`config.mk`:
```
export PLATFORM = sky130hd
export DESIGN_NAME = cog_pin_sync
export DESIGN_NICKNAME = d
export VERILOG_FILES = /design/src/rtl/cog_pin_sync.sv
export SDC_FILE = /design/constraint.sdc
export NUM_CORES = 1
export LEC_CHECK = 0
export BUFFER_PORTS_ARGS = -buffer_cell sky130_fd_sc_hd__clkbuf_2
export CAP_MARGIN = 15
export CORE_MARGIN = 1
export CORE_UTILIZATION = 30
export DETAILED_ROUTE_END_ITERATION = 7
export PLACE_DENSITY = 0.5
export SETUP_SLACK_MARGIN = 0.3
export SLEW_MARGIN = 20
export SYNTH_ARGS = -nofsm -noshare
export SYNTH_HDL_FRONTEND = slang
export SYNTH_SLANG_ARGS = --single-unit
```
`constraint.sdc`:
```
create_clock -name clk_cog -period 10.3 [get_ports clk_cog]
set_input_delay 1.03 -clock clk_cog [delete_from_list [all_inputs] [get_ports clk_cog]]
set_output_delay 1.03 -clock clk_cog [all_outputs]
set_load 0.05 [all_outputs]
```
`src/rtl/cog_pin_sync.sv`:
```
// cog_pin_sync: two-flop synchronizer for the 32 cog pad inputs, followed by a
// per-pin stability filter with a programmable mask and threshold.
// Optional build macro COG_PIN_SYNC_EDGE_EN adds registered rise/fall pulses.
// Without the macro, pin_rise and pin_fall are tied to zero.
module cog_pin_sync (
  input  logic        clk_cog,
  input  logic        res,
  input  logic [31:0] pin_raw,
  input  logic [31:0] data,
  input  logic        setmsk,
  input  logic        setthr,
  output logic [31:0] pin_in,
  output logic [31:0] pin_inb,
  output logic [31:0] pin_rise,
  output logic [31:0] pin_fall
);

  logic [31:0]      s1;
  logic [31:0]      s2;
  logic [31:0]      msk;
  logic [3:0]       thr;
  logic [31:0][3:0] cnt;
  logic [31:0][3:0] cnt_nxt;
  logic [31:0]      pin_nxt;
  logic [4:0]       thr_eff;

  // A threshold of zero behaves like one, so a filtered pin can never stall.
  assign thr_eff = (thr == 4'd0) ? 5'd1 : {1'b0, thr};

  // Per-pin filter decision; the 5-bit compare keeps cnt+1 from wrapping.
  always_comb begin
    pin_nxt = pin_in;
    cnt_nxt = '0;
    for (int n = 0; n < 32; n++) begin
      if (!msk[n]) begin
        pin_nxt[n] = s2[n];
      end else if (s2[n] != pin_in[n]) begin
        if (({1'b0, cnt[n]} + 5'd1) >= thr_eff) begin
          pin_nxt[n] = s2[n];
        end else begin
          cnt_nxt[n] = cnt[n] + 4'd1;
        end
      end
    end
  end

  // Synchronizer, filter state and configuration registers.
  always_ff @(posedge clk_cog or posedge res) begin
    if (res) begin
      s1     <= '0;
      s2     <= '0;
      pin_in <= '0;
      cnt    <= '0;
      msk    <= '0;
      thr    <= '0;
    end else begin
      s1     <= pin_raw;
      s2     <= s1;
      pin_in <= pin_nxt;
      cnt    <= setmsk ? '0 : cnt_nxt;
      if (setmsk) begin
        msk <= data;
      end
      if (setthr) begin
        thr <= data[3:0];
      end
    end
  end

  assign pin_inb = ~pin_in;

`ifdef COG_PIN_SYNC_EDGE_EN
  // Edge pulses line up with the cycle pin_in first shows its new value.
  always_ff @(posedge clk_cog or posedge res) begin
    if (res) begin
      pin_rise <= '0;
      pin_fall <= '0;
    end else begin
      pin_rise <= pin_nxt & ~pin_in;
      pin_fall <= ~pin_nxt & pin_in;
    end
  end
`else
  assign pin_rise = '0;
  assign pin_fall = '0;
`endif

endmodule

```
==> out/qor.yml <==
status: "finished clean"
cp-end-kind: "flip-flop"
p_leak_nw: 7.97
cpPeakStageDelay_ns: 0.82
top_library_cells_by_usage_in_the_layout_fill_and_taps_aside: "259 x dfrtp_1, 130 x clkbuf_2, 98 x nand2_1, 96 x ha_1"
first_iter_violations: 478
synth.yosys.seq_area_share_pct: 46.7
drv_cap: 0
postSynth.asyncResetShare_pct: 100
fin_ws_ns: 6.97
drt.antenna.violating_nets: 0
critPathSlowestCell: "or2_2"
synth_seq_cells: 260
cts.clk_slew.worst_paths_ns: 0.05
slew_violations: 0
synth_enable_flop_cells: 0
fp.dieH_um: 218
relative_slew_slack_pct: 32.3
critPathLaunchType: "flip-flop"
grt_antenna_before_repair: 0
synth_top_cells_by_area: "dfrtp_1 47%, ha_1 8.6%, and3b_2 4.2%"
worst-setup-path-type: "flip-flop to flip-flop"
crit_required_ns: 10.76
clk_root_buffer_cell: "clkbuf_16"
die_w_um: 218
worst_hold_path_type: "flip-flop to flip-flop"
placeableCoreArea_um2: 45600
numCtsBuffers: 35
numClockSinks: 260
final.hold.worst_slack_ns: 0.344
worst_r2r_path_depth: 8
initial_utilization_pct: 30.6
setup_violations: 0
rows: 78
hold_start: "s1[5]"
logic_gate_share_of_total_power_pct: 25.4
fp.dieArea_um2: 47300
syn2layout_area_growth_pct: 15.8
avgSynthCellArea_um2: 11.1
synth_ff_type: "dfrtp_1"
timing.hold.worst_endpoint: "s2[5]"
clock_latency_ns: 0.52
critPathArrivalTime_ns: 3.80
mostFrequentLayoutCell: "dfrtp_1"
drc: 0
number_of_cells_on_the_worst_hold_path: 0
hpwl_um: 18400
seq_power_share_pct: 37.7
number_of_global_route_vias_before_repair: 9529
max_freq_mhz: 300
cts-htree-levels: 2
maximum_number_of_pins_on_one_net_before_global_route_repair: 140
cts.hold.buffers_added: 0
timing.critical_path.cells: "nor3_1, or2_2, ha_1, nand2b_1, a21o_1, maj3_2, o21a_1, and3b_2"
worst_reg2reg_path_startpoint: "thr[3]"
place_ws_ns: 6.90
synthesis.area_um2: 13900
synthesis.instances: 1257
detail_route.wirelength_um: 28100
ios: 196
reg2reg_to: "cnt[78]"
synth_warnings: 0
power.switching_mw: 1.06
drt-vias-per-instance: 4.71
dr_total_vias: 9550
unrepaired_setup_endpoints_after_global_routing: "false"
final.fill_count: 4510
synth_top_area_cell: "dfrtp_1"
final_util_pct: 35.4
placedCellCount: 1967
synth_top_area_share_pct: 46.7
post_synth_num_cell_types: 30
final-hold-violation-count: 0
clk_path_buf_depth: 3
n_diodes: 0
worst-path-max-fanout: 63
min_period_ns: 3.33
cts_tree: "done"
io_buffer_count: 131
nets: 1568
drt_pre_antenna_iters: 5
globalRouteOverflowTotal: 0
clkPwrFrac_pct: 37.0
aggregate_negative_setup_slack_ns: 0
r2r_slack_ns: 6.97
post_drt_wl_per_cell_um: 13.9
timing_worst_slew_pin_value_ns: 1.02
skew_ns: 0.00818
internal_power_mw: 2.10
post-route-period-util_pct: 32.4
cts_setup_buffers: 0
drive_gt1_share_pct: 21.9
global_route_wire_length_before_repair_um: 47300
place_congestion: 0.717
worst_ir_drop_vdd_mv: 0.115
instances_no_fill: 2027
power_density_nw_per_um2: 196
globalRouteTotalUtil_pct: 12.3
cts_repair_resize_count: 0
sw_frac_of_total_pct: 33.6
metrics by stage:
stage               power, mW  instance area (um^2)
floorplan                1.85                 14200
CTS                      3.23                 16100
global route             3.35                 16100
finish                   3.16                 16100
global placement         2.01                 15000
detailed placement       2.02                 15000
power groups by stage:
| stage | clock, mW | sequential [mW] | combinational (mW) |
|---|---|---|---|
| 2_1_floorplan | 0 | 1.29 | 0.561 |
| 3_3_place_gp | 0 | 1.21 | 0.803 |
| 3_5_place_dp | 0 | 1.21 | 0.810 |
| 4_1_cts | 1.22 | 1.19 | 0.813 |
| 5_1_grt | 1.26 | 1.21 | 0.879 |
| 6_report | 1.17 | 1.19 | 0.801 |
registers in the layout (all words and copies together), names as in the netlist:
name / count
cnt: 128
msk: 32
pin_in: 32
s1: 32
s2: 32
thr: 4
kinds of logic (layout without fill, tap and decap cells):
logic type,Yosys count,after routing,share of synthesized area (%)
buffers and inverters,123,230,5.32
XOR/XNOR,96,96,6.03
multiplexers,34,34,2.75
AND/OR/NAND/NOR,420,420,17.9
AO/OA/AOI/OAI,195,195,10.2
adder cells (fa/ha/maj),128,128,11.2
flip-flops,260,260,46.7
other,1,64,0.0269
worst max-delay path by stage:
stage / start / endpoint / slack (ns) / depth (start not counted)
2_1_floorplan: res / cnt[0] / 2.11 / 1
3_3_place_gp: thr[3] / cnt[78] / 6.95 / 8
3_5_place_dp: thr[3] / cnt[56] / 6.90 / 8
4_1_cts: thr[3] / cnt[56] / 6.88 / 8
5_1_grt: thr[3] / cnt[4] / 6.65 / 8
6_report: thr[3] / cnt[78] / 6.97 / 8
layout make-up:
cell class | count | area (um^2) | area share [%]
Clock inverter | 5 | 50.0 | 0.310
Tap cell | 600 | 751 | 4.65
Clock buffer | 55 | 1060 | 6.59
Multi-Input combinational cell | 937 | 6930 | 42.9
Sequential cell | 260 | 6510 | 40.3
Inverter | 35 | 139 | 0.860
Timing Repair Buffer | 135 | 701 | 4.34
worst max-delay path, delay by kind of cell, from the launching register on:
kind	cells	cell delay, ns
AOI/OAI and AO/OA	2	0.42
adders and majority gates	2	0.70
DFF	1	0.72
and+or+nand+nor	4	1.42
synthesized netlist by cell type (33+ instances only):
| library cell | n |
|---|---|
| inv_1 | 34 |
| and3_1 | 33 |
| o21ai_0 | 35 |
| nand2_1 | 98 |
| and3b_2 | 58 |
| xor2_1 | 64 |
| buf_4 | 64 |
| dfrtp_1 | 260 |
| nor3_1 | 33 |
| nor3b_1 | 64 |
| nand3_1 | 64 |
| mux2_2 | 34 |
| ha_1 | 96 |
routing by layer:
metal | routed length, um | GRT usage [%]
met1 | 13100 | 16.1
met2 | 13000 | 19.9
met3 | 1100 | 2.18
met4 | 848 | 5.23
met5 | 0 | 0
(Power assumes the default switching activity.)
